`config.mk`:
```
export PLATFORM = sky130hd
export DESIGN_NAME = mem_access
export DESIGN_NICKNAME = d
export VERILOG_FILES = /design/src/rtl/cpu_defs.sv /design/src/rtl/load_align.sv /design/src/rtl/mem_access.sv
export SDC_FILE = /design/constraint.sdc
export NUM_CORES = 1
export LEC_CHECK = 0
export BUFFER_PORTS_ARGS = -buffer_cell sky130_fd_sc_hd__buf_2
export CORE_ASPECT_RATIO = 1.2
export CORE_MARGIN = 3
export CORE_UTILIZATION = 43
export DETAILED_ROUTE_END_ITERATION = 8
export PLACE_DENSITY = 0.73
export SLEW_MARGIN = 20
export SYNTH_ARGS = -nofsm -noshare
export SYNTH_HDL_FRONTEND = slang
export SYNTH_SLANG_ARGS = --single-unit
export TNS_END_PERCENT = 100
```
`constraint.sdc`:
```
create_clock -name clk -period 2.5 [get_ports clk]
set_clock_uncertainty 0.15 [all_clocks]
set_input_delay 0.25 -clock clk [delete_from_list [all_inputs] [get_ports clk]]
set_output_delay 0.25 -clock clk [all_outputs]
set_load 0.005 [all_outputs]
```
`src/rtl/cpu_defs.sv`:
```
// Shared encodings for the memory stage: memop codes, access FSM states,
// pipeline constants and small decode helpers used by mem_access.
package cpu_defs;

  typedef enum logic [3:0] {
    OP_NOP = 4'd0,
    OP_LB  = 4'd1,
    OP_LBU = 4'd2,
    OP_LH  = 4'd3,
    OP_LHU = 4'd4,
    OP_LW  = 4'd5,
    OP_SB  = 4'd6,
    OP_SH  = 4'd7,
    OP_SW  = 4'd8
  } memop_e;

  typedef enum logic [1:0] {
    ST_IDLE = 2'd0,
    ST_BUSY = 2'd1,
    ST_DONE = 2'd2
  } state_e;

  localparam logic [31:0] ZeroWord     = 32'h0000_0000;
  localparam logic [4:0]  NOPRegAddr   = 5'd0;
  localparam logic        WriteEnable  = 1'b1;
  localparam logic        WriteDisable = 1'b0;

  function automatic logic is_load(input logic [3:0] op);
    return (op >= OP_LB) && (op <= OP_LW);
  endfunction

  function automatic logic is_store(input logic [3:0] op);
    return (op >= OP_SB) && (op <= OP_SW);
  endfunction

  // Halves need an even address, words a 4-byte aligned one.
  function automatic logic misaligned(input logic [3:0] op, input logic [1:0] off);
    case (op)
      OP_LH, OP_LHU, OP_SH: return off[0];
      OP_LW, OP_SW:         return off != 2'b00;
      default:              return 1'b0;
    endcase
  endfunction

  function automatic logic [3:0] lane_sel(input logic [3:0] op, input logic [1:0] off);
    case (op)
      OP_LB, OP_LBU, OP_SB: return 4'b0001 << off;
      OP_LH, OP_LHU, OP_SH: return 4'b0011 << off;
      default:              return 4'b1111;
    endcase
  endfunction

  function automatic logic [31:0] store_lanes(input logic [3:0] op, input logic [31:0] sdata);
    case (op)
      OP_SB:   return {4{sdata[7:0]}};
      OP_SH:   return {2{sdata[15:0]}};
      default: return sdata;
    endcase
  endfunction

endpackage

```
`src/rtl/load_align.sv`:
```
// Picks the addressed byte/half out of a little-endian bus word and
// sign- or zero-extends it according to the load type.
module load_align
  import cpu_defs::*;
(
  input  logic [3:0]  op,
  input  logic [1:0]  off,
  input  logic [31:0] word,
  output logic [31:0] data
);

  logic [7:0]  byte_sel;
  logic [15:0] half_sel;

  assign byte_sel = word[{off, 3'b000} +: 8];
  assign half_sel = off[1] ? word[31:16] : word[15:0];

  always_comb begin
    data = word;
    case (op)
      OP_LB:   data = {{24{byte_sel[7]}}, byte_sel};
      OP_LBU:  data = {24'h0, byte_sel};
      OP_LH:   data = {{16{half_sel[15]}}, half_sel};
      OP_LHU:  data = {16'h0, half_sel};
      default: data = word;
    endcase
  end

endmodule

```
`src/rtl/mem_access.sv`:
```
// Memory stage: turns EX/MEM load/store ops into single data-bus transactions,
// stalling the pipeline until ack or timeout, and forms the MEM/WB result.
module mem_access
  import cpu_defs::*;
#(
  parameter logic [7:0] BUS_TIMEOUT = 8'd255
) (
  input  logic        clk,
  input  logic        resetn,
  input  logic [31:0] mem_wdata,
  input  logic [4:0]  mem_wd,
  input  logic        mem_wreg,
  input  logic [3:0]  mem_memop,
  input  logic [31:0] mem_addr,
  input  logic [31:0] mem_sdata,
  output logic [31:0] wb_wdata,
  output logic [4:0]  wb_wd,
  output logic        wb_wreg,
  output logic        bus_req,
  output logic        bus_we,
  output logic [31:0] bus_addr,
  output logic [3:0]  bus_sel,
  output logic [31:0] bus_wdata,
  input  logic [31:0] bus_rdata,
  input  logic        bus_ack,
  output logic        stall_req,
  output logic        misalign,
  output logic        bus_err
);

  state_e      state_q;
  logic [7:0]  cnt_q;
  logic [3:0]  op_q;
  logic [1:0]  off_q;
  logic [31:0] rdata_q;
  logic        err_q;

  logic        is_mem;
  logic        is_mis;
  logic        timeout_hit;
  logic [31:0] ld_data;

  assign is_mem      = is_load(mem_memop) || is_store(mem_memop);
  assign is_mis      = is_mem && misaligned(mem_memop, mem_addr[1:0]);
  // Counter holds the number of BUSY cycles already spent; this one is the last allowed.
  assign timeout_hit = ({1'b0, cnt_q} + 9'd1) >= {1'b0, BUS_TIMEOUT};

  load_align u_load_align (
    .op   (op_q),
    .off  (off_q),
    .word (rdata_q),
    .data (ld_data)
  );

  always_ff @(posedge clk) begin
    if (resetn) begin
      state_q   <= ST_IDLE;
      cnt_q     <= 8'd0;
      op_q      <= OP_NOP;
      off_q     <= 2'b00;
      rdata_q   <= ZeroWord;
      err_q     <= 1'b0;
      bus_req   <= 1'b0;
      bus_we    <= 1'b0;
      bus_addr  <= ZeroWord;
      bus_sel   <= 4'h0;
      bus_wdata <= ZeroWord;
    end else begin
      case (state_q)
        ST_IDLE: begin
          if (is_mem && !is_mis) begin
            bus_req   <= 1'b1;
            bus_we    <= is_store(mem_memop) ? WriteEnable : WriteDisable;
            bus_addr  <= {mem_addr[31:2], 2'b00};
            bus_sel   <= lane_sel(mem_memop, mem_addr[1:0]);
            bus_wdata <= store_lanes(mem_memop, mem_sdata);
            op_q      <= mem_memop;
            off_q     <= mem_addr[1:0];
            cnt_q     <= 8'd0;
            err_q     <= 1'b0;
            state_q   <= ST_BUSY;
          end
        end
        ST_BUSY: begin
          if (bus_ack) begin
            bus_req <= 1'b0;
            if (is_load(op_q)) rdata_q <= bus_rdata;
            state_q <= ST_DONE;
          end else if (timeout_hit) begin
            bus_req <= 1'b0;
            err_q   <= 1'b1;
            state_q <= ST_DONE;
          end else begin
            cnt_q <= cnt_q + 8'd1;
          end
        end
        ST_DONE: state_q <= ST_IDLE;
        default: state_q <= ST_IDLE;
      endcase
    end
  end

  // Pipeline-facing outputs: pass-through unless the FSM has something to say.
  always_comb begin
    wb_wdata  = mem_wdata;
    wb_wd     = mem_wd;
    wb_wreg   = mem_wreg;
    stall_req = 1'b0;
    misalign  = 1'b0;
    bus_err   = 1'b0;
    case (state_q)
      ST_IDLE: begin
        if (is_mis) begin
          misalign = 1'b1;
          wb_wreg  = WriteDisable;
        end else if (is_mem) begin
          stall_req = 1'b1;
        end
      end
      ST_BUSY: stall_req = 1'b1;
      ST_DONE: begin
        if (err_q) begin
          bus_err  = 1'b1;
          wb_wreg  = WriteDisable;
          wb_wd    = NOPRegAddr;
          wb_wdata = ZeroWord;
        end else if (is_load(op_q)) begin
          wb_wdata = ld_data;
        end
      end
      default: stall_req = 1'b0;
    endcase
  end

endmodule

```
# After elaboration in Yosys (flattened, before gate mapping)
# Index checks and enable logic that the tools add are counted.
[word_totals]
wordCells = 98
output_inout_bits = 111
register_bits = 117
[op_classes]
shifts = 3
magnitude_cmp = 7
add_sub_neg = 2
muxes = 37
n_reduce_logical = 19
n_eq_ne = 19
[ops]
columns = ["op", "count"]
rows = [
  ["case mux 32 bit (4 select lines)", 1],
  ["2-to-1 mux 32 bit", 3],
  ["case mux 32 bit (2 select lines)", 1],
  ["variable part select 32 x 6 -> 8 bit", 1],
  ["2-to-1 mux 8 bit", 3],
  ["== test 4 x 3 -> 1 bit (second input constant)", 5],
  ["== test 4 x 2 -> 1 bit (second input constant)", 4],
  ["2-to-1 mux 16 bit", 1],
  ["case mux 8 bit (2 select lines)", 1],
  ["2-to-1 mux 1 bit", 15],
  ["2-to-1 mux 5 bit", 2],
  ["case mux 1 bit (2 select lines)", 5],
  ["adder 8 x 1 -> 9 bit (second input constant)", 1],
  ["greater-or-equal comparator 9 x 8 -> 1 bit (second input constant)", 1],
  ["adder 8 x 1 -> 8 bit (second input constant)", 1],
  ["== test 4 x 1 -> 1 bit (second input constant)", 2],
  ["greater-or-equal comparator 4 x 1 -> 1 bit (second input constant)", 2],
  ["<= comparator 4 x 3 -> 1 bit (second input constant)", 2],
  ["inequality test 2 bit (second input constant)", 4],
  ["case mux 4 bit (2 select lines)", 1],
  ["AND reduction 4 bit", 2],
  ["2-to-1 mux 2 bit", 3],
  ["AND reduction 3 bit", 2],
  ["OR reduction 3 bit", 2],
  ["16 further kinds", 22],
]

# Depth between registers and ports, before layout
[depth]
ltp_word = 8
depth_mapped = 9

# Modules after synthesis
# A second synthesis with hierarchy kept.
[hier_totals]
cells_unflattened = 819
hier_area_um2 = 6304.8
[by_module_without_submodules]
columns = ["module", "instances", "area_per_inst_um2", "seq_area_each_um2", "cells_each"]
rows = [
  ["mem_access", 1, 5396.4, 2342.2, 714],
  ["load_align", 1, 908.4, 0.0, 105],
]

# Worst setup path after synthesis
# OpenSTA, ideal clock, no wires.
[synth_timing]
path_type = "reg2reg"
startpoint = "register cnt_q[0]"
endpoint = "register cnt_q[1]"
required_ns = 2.229
period_less_slack_ns = 2.133
arrival_ns = 1.862
stages_incl_launch_ff = 8
slack_ns = 0.367
cell_sequence = "dfxtp_1 -> inv_1 -> ha_1 -> nor2_1 -> o2111a_1 -> a2111o_1 -> o211ai_1 -> mux2_2"
[synth_via]
elab_chain_cells = 4
elab_cells_between_ends = 8
classes_between = "2 x add/sub; 1 x order compare; 1 x eq/ne; 3 x mux; 1 x reduce/logical"
[synth_lines]
columns = ["element", "line", "text"]
rows = [
  ["start, declared", "mem_access.sv:32", "logic [7:0] cnt_q;"],
  ["start signal, assigned", "mem_access.sv:94", "cnt_q <= cnt_q + 8'd1;"],
  ["adder 8 x 1 -> 9 bit / adder 8 x 1 -> 8 bit (equally long branches)", "mem_access.sv:46, mem_access.sv:94", ""],
  ["greater-or-equal comparator 9 x 8 -> 1 bit / 2-to-1 mux 8 bit (equally long branches)", "mem_access.sv:46, mem_access.sv:89", ""],
  ["inequality test 2 bit (no source line) / 2-to-1 mux 8 bit (equally long branches)", "n/a", ""],
  ["AND reduction 4 bit (no source line) / case mux 8 bit (2 select lines) (equally long branches)", "n/a", ""],
]
# Parallel ways exist; a longest one is shown, timed or not. The select of a mux whose other input is x is not followed.
# A chain may end at the register's enable or synchronous reset.

# Final worst setup path
[layout_timing]
startpoint = "register off_q[0]"
endpoint = "output wb_wdata[21]"
[layout_via]
elab_chain_cells = 5
[layout_lines]
columns = ["element", "line", "text"]
rows = [
  ["start, declared", "mem_access.sv:34", "logic [1:0] off_q;"],
  ["start signal, assigned", "mem_access.sv:78", "off_q <= mem_addr[1:0];"],
  ["variable part select 32 x 6 -> 8 bit", "load_align.sv:15", "assign byte_sel = word[{off, 3'b000} +: 8];"],
  ["case mux 32 bit (4 select lines)", "load_align.sv:20", "case (op)"],
  ["2-to-1 mux 32 bit", "mem_access.sv:127", "end else if (is_load(op_q)) begin"],
  ["2-to-1 mux 32 bit", "mem_access.sv:122", "if (err_q) begin"],
  ["2-to-1 mux 32 bit", "mem_access.sv:111", "case (state_q)"],
  ["end, declared", "mem_access.sv:16", "output logic [31:0] wb_wdata,"],
]
# No other way between the ends.

==> impl_metrics.tcl <==
set metrics [dict create \
    status "complete, but fails checks" \
    violations "negative setup slack" \
    crit_fanout 8 \
    reg2reg_depth 6 \
    power_density_nw_per_um2 644 \
    crit_chain "mux4_2 -> o21ai_4 -> nand3_2 -> o21ai_4 -> buf_4 -> o21ai_0 -> buf_2" \
    antenna_found_initial 0 \
    crit_path_start_kind "flop" \
    grt_usage_pct 26.9 \
    hold-path-cell-count 3 \
    synth_seq_cells 117 \
    place.gp.congestion 0.968 \
    slew_headroom_pct 58.2 \
    critical_path_arrival_ps 2200 \
    worst-path-buf-inv 2 \
    io_buffers 249 \
    yosysUniqueCellTypes 60 \
    core_um2 13400 \
    setup_viol 27 \
    drt.antenna.violating_nets 0 \
    p_total_mw 5.93 \
    cellLeakagePower_nw 4.06 \
    crit_path_end_kind "output port" \
    top_layer_used "met4" \
    max_cap_violations 0 \
    area_growth_pct 53.8 \
    drtPass1Iterations 5 \
    htree_levels 4 \
    grt_pass1_wl_um 33400 \
    chipWidth_um 114 \
    cts_buffers 17 \
    synth_edf_count 0 \
    clock.fmax_mhz 385 \
    max_stage_delay_ps 540 \
    via_per_inst 5.40 \
    rows 46 \
    whs_ps 22.7 \
    cts_tree "yes" \
    ys_seq_area_share_pct 39.1 \
    worstMarginPinSlew_ps 624 \
    critPathTopFamily "multiplexers" \
    numClockSinks 117 \
    ys.flop_type "dfxtp_1" \
    path_class "reg2out" \
    num_io_pins 252 \
    n_antenna_cell 0 \
    async_reset_ff_share_pct 0 \
    synthCells 791 \
    holdCritPathClass "in2reg" \
    die_h_um 135 \
    drive_gt1_share_pct 34.4 \
    wl_met2_um 10600 \
    overflow 0 \
    hold_viol 0 \
    cp.depth 7 \
    rsz0062_at_grt "yes" \
    route.detailed.drc 0 \
    placed_area_um2 7420 \
    grt_pass1_vias 6779 \
    required_ps 2100 \
    nNetsFinal 1271 \
    path_clk_slew_ps 50 \
    avgSynthCellArea_um2 7.57 \
    initial_utilization_pct 44.6 \
    avgRoutedWirePerCell_um 17.0 \
    timing.final.crit_period_ps 2600 \
    post-dp-hpwl_um 14700 \
    cts_root_buffer "clkbuf_16" \
    grt_max_degree 55 \
    period_share_pct 104 \
    ir_drop_uv 616 \
    cp_slowest_cell "mux4_2" \
    routed-wl-met3_um 1850 \
    wl_um 22300 \
    vias 7070 \
    clk_path_buf_depth 2 \
    die_area_um2 15400 \
    clk_latency_ps 400 \
    drt-met1-wl_um 8590 \
    synth_area_um2 5990 \
    synth-warning-count 0 \
    final_area_um2 9210 \
    slew_violations 0 \
    cp_common_cell "o21ai_4" \
    dr.first_iter.drc_count 576 \
    timing.final.ws_setup_ps -97.1 \
]
-- logic make-up (layout without fill, tap and decap cells) --
kind of cell,Yosys count,after routing,share of synthesized area (%)
AND/OR/NAND/NOR,322,322,23.0
flip-flops,117,117,39.1
adder cells (fa/ha/maj),2,2,0.418
other,1,2,0.0626
buffers and inverters,82,430,6.73
AO/OA/AOI/OAI,228,229,23.9
multiplexers,35,35,6.25
XOR/XNOR,4,4,0.585
-- flip-flops by register name, indices dropped and copies added, names as in the netlist --
name,cells
bus_addr,30
bus_req,1
bus_sel,4
bus_wdata,32
bus_we,1
cnt_q,8
err_q,1
off_q,2
op_q,4
rdata_q,32
state_q,2
-- repair_timing --
item / in CTS / in global routing
resized for setup: 31 / 41
endpoints found under the setup margin: 16 / 43
hold buffers: 72 / 0
hold endpoints to repair: 72 / 0
gates cloned: 1 / 3
pin swaps: 10 / 15
buffers inserted: 13 / 7
-- worst min-delay path, delay by kind of cell --
family                 cells  cell delay (ps)
AO/OA/AOI/OAI              1               60
buffers and inverters      1              140
AND/OR/NAND/NOR            1               80
-- cells in the final DEF (no fill, tap or decap), types with 7 or more instances in the layout --
master and count:
buf_2 248, nand2_1 206, dfxtp_1 113, a21oi_1 99, dlygate4sd3_1 72, nor2_1 53, buf_4 41, o21ai_0 27
mux2i_1 25, inv_1 21, clkbuf_16 20, a211oi_1 18, o21ai_1 15, o211ai_1 13, nand3_1 11, buf_6 10
mux2_2 9, o2111ai_1 7, a221o_1 7
-- final timing paths --
path                       end  slack (ps)          from
setup / recovery  wb_wdata[21]        -100      off_q[0]
hold / removal        off_q[0]          20   mem_addr[0]
setup reg to reg      cnt_q[3]         200      cnt_q[0]
hold reg to reg   bus_addr[30]         300  bus_addr[30]
-- cell usage after synthesis, drive strengths merged (7+ instances only) --
cell	number	area share [%]
mux2i	25	4.2
buf	36	3.8
nor3	8	0.92
clkbuf	25	1.6
a221o	7	1.2
a211oi	22	3.1
dfxtp	117	39
o21ai	46	3.9
inv	21	1.3
a21oi	103	8.8
nand2	207	13
o211ai	13	1.6
o2111ai	7	1.0
nor2	54	3.4
nand3	15	1.3
mux2	9	1.7
and2	9	0.94
-- metal layers --
layer,global-route usage [%],vias up
li1,-,3420
met1,31.0,3185
met2,44.9,385
met3,5.99,80
met4,16.8,0
met5,0,-
-- cell type report --
type,count,area [µm²]
clock buffers,20,447
clock inverters,12,179
fillers,1052,4200
inverters,21,78.8
multi-input cells,594,3420
flip-flops and latches,117,2350
well taps,168,210
repair buffers,377,2520
-- power breakdown --
part           internal [mW]  leakage [nW]  switching, mW
clock network           1.70         0.296          0.893
logic                  0.590          2.80          0.663
registers               2.00         0.958         0.0882
-- metrics by stage --
stage	cells	utilization (%)	TNS [ps]	setup WS (ps)
after floorplan	792	-	0	367
after global placement	1181	55.3	-15.8	-15.8
after detailed placement	1181	55.3	-16.6	-16.6
after CTS	1299	66.9	-103	-45.5
after global routing	1309	68.7	-4300	-187
final	1309	68.7	-1330	-97.1
No activity file was read; power rests on OpenSTA's default activity.
